==> src/rtl/bc_axi_pkg.sv <==
// Shared types and constants for the bus_controller-to-AXI4 master bridge.
package bc_axi_pkg;

   typedef enum logic [2:0] {
      ST_IDLE,
      ST_AR,
      ST_R,
      ST_AW,
      ST_W,
      ST_B,
      ST_DONE
   } state_t;

   localparam logic [1:0] AXI_BURST_INCR    = 2'b01;
   localparam logic [2:0] AXI_SIZE_4B       = 3'b010;
   localparam logic [1:0] AXI_RESP_OKAY     = 2'b00;
   localparam logic [7:0] LINE_LEN          = 8'd3;
   localparam logic [3:0] PERIPH_HI_DEFAULT = 4'h1;

   // Write payload and access width captured when the request is accepted.
   typedef struct packed {
      logic         single;
      logic [127:0] data;
   } bc_req_t;

   // Peripheral accesses are word aligned; cache accesses are line aligned.
   function automatic logic [31:0] align_addr(input logic [31:0] addr, input logic single);
      return single ? {addr[31:2], 2'b00} : {addr[31:4], 4'b0000};
   endfunction

endpackage

==> src/rtl/bc_axi_master_if.sv <==
// AXI4 read/write channel bundle between the bridge (master) and the interconnect (slave).
interface bc_axi_master_if;

   logic [31:0] awaddr;
   logic [7:0]  awlen;
   logic [2:0]  awsize;
   logic [1:0]  awburst;
   logic        awvalid;
   logic        awready;

   logic [31:0] wdata;
   logic [3:0]  wstrb;
   logic        wlast;
   logic        wvalid;
   logic        wready;

   logic [1:0]  bresp;
   logic        bvalid;
   logic        bready;

   logic [31:0] araddr;
   logic [7:0]  arlen;
   logic [2:0]  arsize;
   logic [1:0]  arburst;
   logic        arvalid;
   logic        arready;

   logic [31:0] rdata;
   logic [1:0]  rresp;
   logic        rlast;
   logic        rvalid;
   logic        rready;

   modport master (
      output awaddr, awlen, awsize, awburst, awvalid, input awready,
      output wdata, wstrb, wlast, wvalid, input wready,
      input  bresp, bvalid, output bready,
      output araddr, arlen, arsize, arburst, arvalid, input arready,
      input  rdata, rresp, rlast, rvalid, output rready
   );

   modport slave (
      input  awaddr, awlen, awsize, awburst, awvalid, output awready,
      input  wdata, wstrb, wlast, wvalid, output wready,
      output bresp, bvalid, input bready,
      input  araddr, arlen, arsize, arburst, arvalid, output arready,
      output rdata, rresp, rlast, rvalid, input rready
   );

endinterface

==> src/rtl/bc_axi_master.sv <==
// Runs one bus_controller request at a time as an AXI4 transaction: 4-beat INCR
// bursts for cache lines, single beats for the peripheral region.
module bc_axi_master
   import bc_axi_pkg::*;
#(
   parameter logic [3:0] PERIPH_HI  = PERIPH_HI_DEFAULT,
   parameter int         LINE_BEATS = 4
) (
   input  logic          clk,
   input  logic          rst_n,
   input  logic          bc_valid_req_i,
   input  logic          bc_rw_i,
   input  logic [31:0]   bc_addr_i,
   input  logic [127:0]  bc_data_i,
   output logic [127:0]  axi_data_o,
   output logic          axi_rd_over_o,
   output logic          axi_wr_over_o,
   output logic          axi_err_o,
   bc_axi_master_if.master m
);

   localparam logic [1:0] LAST_BEAT = 2'(LINE_BEATS - 1);

   state_t     state;
   bc_req_t    req;
   logic [1:0] beat;
   logic       err;
   logic       req_single;
   logic [1:0] next_beat;
   logic       resp_bad;

   assign req_single = (bc_addr_i[31:28] == PERIPH_HI);
   assign next_beat  = beat + 2'd1;
   assign resp_bad   = (state == ST_R) ? (m.rresp != AXI_RESP_OKAY)
                                       : (m.bresp != AXI_RESP_OKAY);

   // NOTE: every register here is state, so all assignments are non-blocking;
   // blocking ones would let later statements see this cycle's new values.
   always_ff @(posedge clk or negedge rst_n) begin
      if (!rst_n) begin
         // NOTE: the read line buffer is ordinary flops, not a RAM, so it is
         // reset along with everything else and reads back zero after reset.
         state         <= ST_IDLE;
         req           <= '0;
         beat          <= '0;
         err           <= 1'b0;
         axi_data_o    <= '0;
         axi_rd_over_o <= 1'b0;
         axi_wr_over_o <= 1'b0;
         axi_err_o     <= 1'b0;
         m.awaddr      <= '0;
         m.awlen       <= '0;
         m.awsize      <= '0;
         m.awburst     <= '0;
         m.awvalid     <= 1'b0;
         m.wdata       <= '0;
         m.wstrb       <= '0;
         m.wlast       <= 1'b0;
         m.wvalid      <= 1'b0;
         m.bready      <= 1'b0;
         m.araddr      <= '0;
         m.arlen       <= '0;
         m.arsize      <= '0;
         m.arburst     <= '0;
         m.arvalid     <= 1'b0;
         m.rready      <= 1'b0;
      end else begin
         axi_rd_over_o <= 1'b0;
         axi_wr_over_o <= 1'b0;
         axi_err_o     <= 1'b0;
         case (state)
            ST_IDLE: begin
               if (bc_valid_req_i) begin
                  req <= '{single: req_single, data: bc_data_i};
                  if (bc_rw_i) begin
                     state     <= ST_AR;
                     m.arvalid <= 1'b1;
                     m.araddr  <= align_addr(bc_addr_i, req_single);
                     m.arlen   <= req_single ? 8'd0 : LINE_LEN;
                     m.arsize  <= AXI_SIZE_4B;
                     m.arburst <= AXI_BURST_INCR;
                  end else begin
                     state     <= ST_AW;
                     m.awvalid <= 1'b1;
                     m.awaddr  <= align_addr(bc_addr_i, req_single);
                     m.awlen   <= req_single ? 8'd0 : LINE_LEN;
                     m.awsize  <= AXI_SIZE_4B;
                     m.awburst <= AXI_BURST_INCR;
                  end
               end
            end
            ST_AR: begin
               if (m.arready) begin
                  m.arvalid  <= 1'b0;
                  m.rready   <= 1'b1;
                  axi_data_o <= '0;
                  beat       <= '0;
                  state      <= ST_R;
               end
            end
            ST_R: begin
               if (m.rvalid) begin
                  axi_data_o[{beat, 5'd0} +: 32] <= m.rdata;
                  // Overlong bursts keep landing in the top word.
                  if (beat != LAST_BEAT) beat <= next_beat;
                  if (resp_bad) err <= 1'b1;
                  if (m.rlast) begin
                     m.rready      <= 1'b0;
                     axi_rd_over_o <= 1'b1;
                     axi_err_o     <= err | resp_bad;
                     state         <= ST_DONE;
                  end
               end
            end
            ST_AW: begin
               if (m.awready) begin
                  m.awvalid <= 1'b0;
                  m.wvalid  <= 1'b1;
                  m.wdata   <= req.data[31:0];
                  m.wstrb   <= 4'hF;
                  m.wlast   <= req.single;
                  beat      <= '0;
                  state     <= ST_W;
               end
            end
            ST_W: begin
               if (m.wready) begin
                  if (m.wlast) begin
                     m.wvalid <= 1'b0;
                     m.wlast  <= 1'b0;
                     m.wstrb  <= '0;
                     m.bready <= 1'b1;
                     state    <= ST_B;
                  end else begin
                     beat    <= next_beat;
                     m.wdata <= req.data[{next_beat, 5'd0} +: 32];
                     m.wlast <= (next_beat == LAST_BEAT);
                  end
               end
            end
            ST_B: begin
               if (m.bvalid) begin
                  m.bready      <= 1'b0;
                  err           <= err | resp_bad;
                  axi_wr_over_o <= 1'b1;
                  axi_err_o     <= err | resp_bad;
                  state         <= ST_DONE;
               end
            end
            ST_DONE: begin
               err   <= 1'b0;
               state <= ST_IDLE;
            end
            default: state <= ST_IDLE;
         endcase
      end
   end

endmodule

==> src/flat_wrapper.sv <==
// flat-port wrapper written by rule: the top's interface ports become plain ports
module bc_axi_master_flat import bc_axi_pkg::*;
#(
   parameter logic [3:0] PERIPH_HI  = PERIPH_HI_DEFAULT,
   parameter int         LINE_BEATS = 4
)
  (clk, rst_n, bc_valid_req_i, bc_rw_i, bc_addr_i, bc_data_i, axi_data_o, axi_rd_over_o, axi_wr_over_o, axi_err_o, m_awaddr, m_awlen, m_awsize, m_awburst, m_awvalid, m_awready, m_wdata, m_wstrb, m_wlast, m_wvalid, m_wready, m_bresp, m_bvalid, m_bready, m_araddr, m_arlen, m_arsize, m_arburst, m_arvalid, m_arready, m_rdata, m_rresp, m_rlast, m_rvalid, m_rready);
  bc_axi_master_if m_i ();
  input  logic clk;
  input  logic rst_n;
  input  logic bc_valid_req_i;
  input  logic bc_rw_i;
  input  logic [31:0] bc_addr_i;
  input  logic [127:0] bc_data_i;
  output logic [127:0] axi_data_o;
  output logic axi_rd_over_o;
  output logic axi_wr_over_o;
  output logic axi_err_o;
  output wire logic [$bits(m_i.awaddr)-1:0] m_awaddr;
  output wire logic [$bits(m_i.awlen)-1:0] m_awlen;
  output wire logic [$bits(m_i.awsize)-1:0] m_awsize;
  output wire logic [$bits(m_i.awburst)-1:0] m_awburst;
  output wire logic [$bits(m_i.awvalid)-1:0] m_awvalid;
  input wire logic [$bits(m_i.awready)-1:0] m_awready;
  output wire logic [$bits(m_i.wdata)-1:0] m_wdata;
  output wire logic [$bits(m_i.wstrb)-1:0] m_wstrb;
  output wire logic [$bits(m_i.wlast)-1:0] m_wlast;
  output wire logic [$bits(m_i.wvalid)-1:0] m_wvalid;
  input wire logic [$bits(m_i.wready)-1:0] m_wready;
  input wire logic [$bits(m_i.bresp)-1:0] m_bresp;
  input wire logic [$bits(m_i.bvalid)-1:0] m_bvalid;
  output wire logic [$bits(m_i.bready)-1:0] m_bready;
  output wire logic [$bits(m_i.araddr)-1:0] m_araddr;
  output wire logic [$bits(m_i.arlen)-1:0] m_arlen;
  output wire logic [$bits(m_i.arsize)-1:0] m_arsize;
  output wire logic [$bits(m_i.arburst)-1:0] m_arburst;
  output wire logic [$bits(m_i.arvalid)-1:0] m_arvalid;
  input wire logic [$bits(m_i.arready)-1:0] m_arready;
  input wire logic [$bits(m_i.rdata)-1:0] m_rdata;
  input wire logic [$bits(m_i.rresp)-1:0] m_rresp;
  input wire logic [$bits(m_i.rlast)-1:0] m_rlast;
  input wire logic [$bits(m_i.rvalid)-1:0] m_rvalid;
  output wire logic [$bits(m_i.rready)-1:0] m_rready;
  assign m_awaddr = m_i.awaddr;
  assign m_awlen = m_i.awlen;
  assign m_awsize = m_i.awsize;
  assign m_awburst = m_i.awburst;
  assign m_awvalid = m_i.awvalid;
  assign m_i.awready = m_awready;
  assign m_wdata = m_i.wdata;
  assign m_wstrb = m_i.wstrb;
  assign m_wlast = m_i.wlast;
  assign m_wvalid = m_i.wvalid;
  assign m_i.wready = m_wready;
  assign m_i.bresp = m_bresp;
  assign m_i.bvalid = m_bvalid;
  assign m_bready = m_i.bready;
  assign m_araddr = m_i.araddr;
  assign m_arlen = m_i.arlen;
  assign m_arsize = m_i.arsize;
  assign m_arburst = m_i.arburst;
  assign m_arvalid = m_i.arvalid;
  assign m_i.arready = m_arready;
  assign m_i.rdata = m_rdata;
  assign m_i.rresp = m_rresp;
  assign m_i.rlast = m_rlast;
  assign m_i.rvalid = m_rvalid;
  assign m_rready = m_i.rready;
  bc_axi_master #(.PERIPH_HI(PERIPH_HI), .LINE_BEATS(LINE_BEATS)) u_core (.clk(clk), .rst_n(rst_n), .bc_valid_req_i(bc_valid_req_i), .bc_rw_i(bc_rw_i), .bc_addr_i(bc_addr_i), .bc_data_i(bc_data_i), .axi_data_o(axi_data_o), .axi_rd_over_o(axi_rd_over_o), .axi_wr_over_o(axi_wr_over_o), .axi_err_o(axi_err_o), .m(m_i));
endmodule
==> config.mk <==
export PLATFORM = sky130hd
export DESIGN_NAME = bc_axi_master_flat
export DESIGN_NICKNAME = d
export VERILOG_FILES = /design/src/rtl/bc_axi_pkg.sv /design/src/rtl/bc_axi_master_if.sv /design/src/rtl/bc_axi_master.sv /design/src/flat_wrapper.sv
export SDC_FILE = /design/constraint.sdc
export NUM_CORES = 1
export LEC_CHECK = 0
export CORE_AREA = 2 2 181 183
export CTS_BUF_LIST = sky130_fd_sc_hd__clkbuf_4
export CTS_CLUSTER_DIAMETER = 40
export CTS_CLUSTER_SIZE = 25
export DETAILED_ROUTE_END_ITERATION = 8
export DIE_AREA = 0 0 183 185
export GPL_TIMING_DRIVEN = 1
export PLACE_DENSITY = 0.9
export SLEW_MARGIN = 20
export SYNTH_ARGS = -nofsm -noshare
export SYNTH_HDL_FRONTEND = slang
export SYNTH_SLANG_ARGS = --single-unit
==> constraint.sdc <==
create_clock -name clk -period 2.5 [get_ports clk]
set_clock_uncertainty 0.15 [all_clocks]
set_input_delay 0.5 -clock clk [delete_from_list [all_inputs] [get_ports clk]]
set_output_delay 0.5 -clock clk [all_outputs]
set_load 0.03 [all_outputs]
==> results of run 1 <==
==> cells in the final DEF (no fill, tap or decap), drive strengths merged, types with 15 or more instances in the layout <==
master and count:
a22o 64, a22oi 32, buf 46, clkbuf 52, clkdlybuf4s50 300, clkinv 15, conb 22, dfrtp 368
dlygate4sd2 83, dlymetal6s2s 60, inv 19, mux2 191, nand2 325, nor2 15, o21ai 139
==> state kept, by name, summed over array words and instances, names as in the netlist, 2 cells and up <==
| register | count |
|---|---|
| u_core.m.awaddr | 30 |
| u_core.beat | 2 |
| u_core.req | 129 |
| u_core.m.araddr | 30 |
| u_core.m.wdata | 32 |
| u_core.state | 3 |
| u_core.axi_data_o | 128 |
==> cell families after synthesis <==
logic type	count (synthesis)	synth area share, %
flip-flops	368	59.8
AO/OA/AOI/OAI	260	11.2
buffers and inverters	129	4.44
adder cells (fa/ha/maj)	5	0.406
AND/OR/NAND/NOR	369	9.92
multiplexers	195	14.2
other	1	0.0243
==> final cells by class <==
class | instances | area (um^2) | share of cell area, %
flip-flops and latches | 368 | 9210 | 43.4
well taps | 408 | 510 | 2.41
diodes | 2 | 5.00 | 0.0236
multi-input cells | 851 | 5620 | 26.5
clock buffers | 52 | 390 | 1.84
clock inverters | 35 | 377 | 1.77
repair buffers | 490 | 5090 | 24.0
inverters | 5 | 18.8 | 0.0884
==> worst paths after layout <==
check | startpoint | endpoint | slack (ns) | depth (start not counted)
min in group clk | bc_addr_i[24] | u_core.m.awaddr[24] | 0.12 | 3
max reg2reg | u_core.beat[1] | u_core.axi_data_o[17] | 0.15 | 7
max in group asynchronous | rst_n | u_core.req[20] | 1.27 | 3
min reg2reg | u_core.axi_data_o[126] | u_core.axi_data_o[126] | 0.34 | 2
max | u_core.axi_data_o[102] | axi_data_o[102] | 0.07 | 1
min | rst_n | u_core.req[103] | 0.07 | 2
==> power by group <==
| group | leakage (nW) | internal [mW] | switching, mW |
|---|---|---|---|
| clock | 0.423 | 1.60 | 2.40 |
| sequential | 4.69 | 7.99 | 1.22 |
| combinational | 5.14 | 4.63 | 5.86 |
==> per-layer routing <==
| metal | part of all wire [%] | vias to the layer above | global-route usage [%] | routed length (um) |
|---|---|---|---|---|
| li1 | - | 5402 | - | - |
| met1 | 38 | 6072 | 31.3 | 17000 |
| met2 | 50 | 596 | 44.2 | 22500 |
| met3 | 8.1 | 120 | 6.29 | 3670 |
| met4 | 4.2 | 0 | 12.5 | 1890 |
| met5 | 0 | - | 0 | 0 |
==> what timing repair did <==
action,in CTS,in global routing
setup endpoints to repair,83,60
hold buffers,1,0
resized for setup,83,60
endpoints found under the hold margin,349,0
==> flow_summary_export.csv, run 1 <==
group,metric,value,unit
grt,grt_pass1_wl,68900,um
finish,fin_area,21200,um^2
finish,drive_above_1_share,19.3,%
yosys,synth_top_area_share,59.8,%
run_status,status,"complete, no violations",
setup_path,path_max_fanout,2,
min_path,worstHoldPathType,"in -> async",
floorplanning,start_util,48.1,%
timing,setup_slack,0.0692,ns
setup_path,cp_top_family,"buffers and inverters",
timing,finalSetupTns,0,ns
setup_path,path_cells,"clkdlybuf4s50_1",
cts,clockRootBuffer,"clkbuf_4",
grt,grt_pass1_vias,12500,
placed_design,io_buffer_count,444,
setup_path,crit_buf_inv,1,
floorplanning,die_area,33900,um^2
yosys,synth_edf_count,0,
floorplanning,dieHeight,185,um
timing,setup_violations,0,
route,totalWireLength,45100,um
grt,track_usage,26.0,%
power_and_ir_drop,finalPower,23.7,mW
finish,fill_cells,2249,
timing,clock.fmax,411,MHz
yosys,synth_seq_cells,368,
cts,clk_latency,0.76,ns
yosys,yosys.cell_types.count,51,
timing,post-route-min-period,2.43,ns
finish,synthToLayoutAreaGrowth,37.8,%
setup_path,worst_setup_path_end_kind,"primary output",
yosys,yosysMostFrequentCell,"dfrtp_1",
yosys,asyncSetResetFlopFracSynth,100,%
power_and_ir_drop,cellLeakagePower,10.3,nW
yosys,netlist_area,15400,um^2
cts,cts_num_sinks,368,
floorplanning,rows,66,
cts,cts_tree,"built",
yosys,avgSynthCellArea,11.6,um^2
power_and_ir_drop,power.density,1120,nW/um^2
setup_path,worstPathRequired,1.85,ns
yosys,seq_area_frac_synth,59.8,%
route,drc,0,
yosys,synth_commonest_cells,"368 x dfrtp_1, 324 x nand2_1, 190 x mux2_2, 89 x o21ai_0, 64 x a22o_1",
placed_design,postPlaceCellArea,20400,um^2
placed_design,dpl.cell_count,2121,
finish,final_util,66.2,%
finish,fin_nets,1974,
floorplanning,core,32000,um^2
route,vias,12200,
yosys,yosys_warnings,0,
yosys,yosysTopAreaCell,"dfrtp_1",
cts,clock_path_buffers,3,
placed_design,pre_cts_slack,0.00808,ns
placed_design,dp_hpwl,31800,um
cts,cts_made_buffers,47,
setup_path,crit_type,"reg -> out",
finish,layout.cells.non_filler,2211,
yosys,synth_area_leaders,"dfrtp_1 60%, mux2_2 14%, nand2_1 7.9%",
yosys,ys.flop_type,"dfrtp_1",
cts,htreeDepth,2,
timing,finalCritPeriodShare,97.2,%
floorplanning,ioPinCount,469,
route,drt_iter0_drc,672,
setup_path,crit_arrival,1.78,ns
yosys,syn_inst,1327,
floorplanning,die-width,183,um
route,vias_per_cell,5.51,
route,dr.pass1.iters,4,
setup_path,worst_path_largest_cell_delay,0.70,ns
cts,postCtsSetupBuffers,0,
timing,hold_violations,0,
setup_path,critPathLaunchType,"register",
cts,clkTransAtPathRegs,0.17,ns
timing,drv_slew,0,
route,wire_per_inst,20.4,um
timing,whs,0.0679,ns
placed_design,place.gp.congestion,0.872,
power_and_ir_drop,vdd_ir_drop_max,745,uV
route,detail-route-antenna-nets,0,
setup_path,slowest_stage,"clkdlybuf4s50_1",
grt,grt_max_degree,68,
grt,overflow,0,
flow_run,max_cap_viol_count,0,
grt,antenna_found_initial,2,
Note: power is estimated with default switching activity, not from simulation.
==> inputs of run 2 (changes only) <==
Settings changed: TNS_END_PERCENT from default to 100.
==> results of run 2 <==
Same layout as run 1: the final DEF is identical, and so are final timing and power.
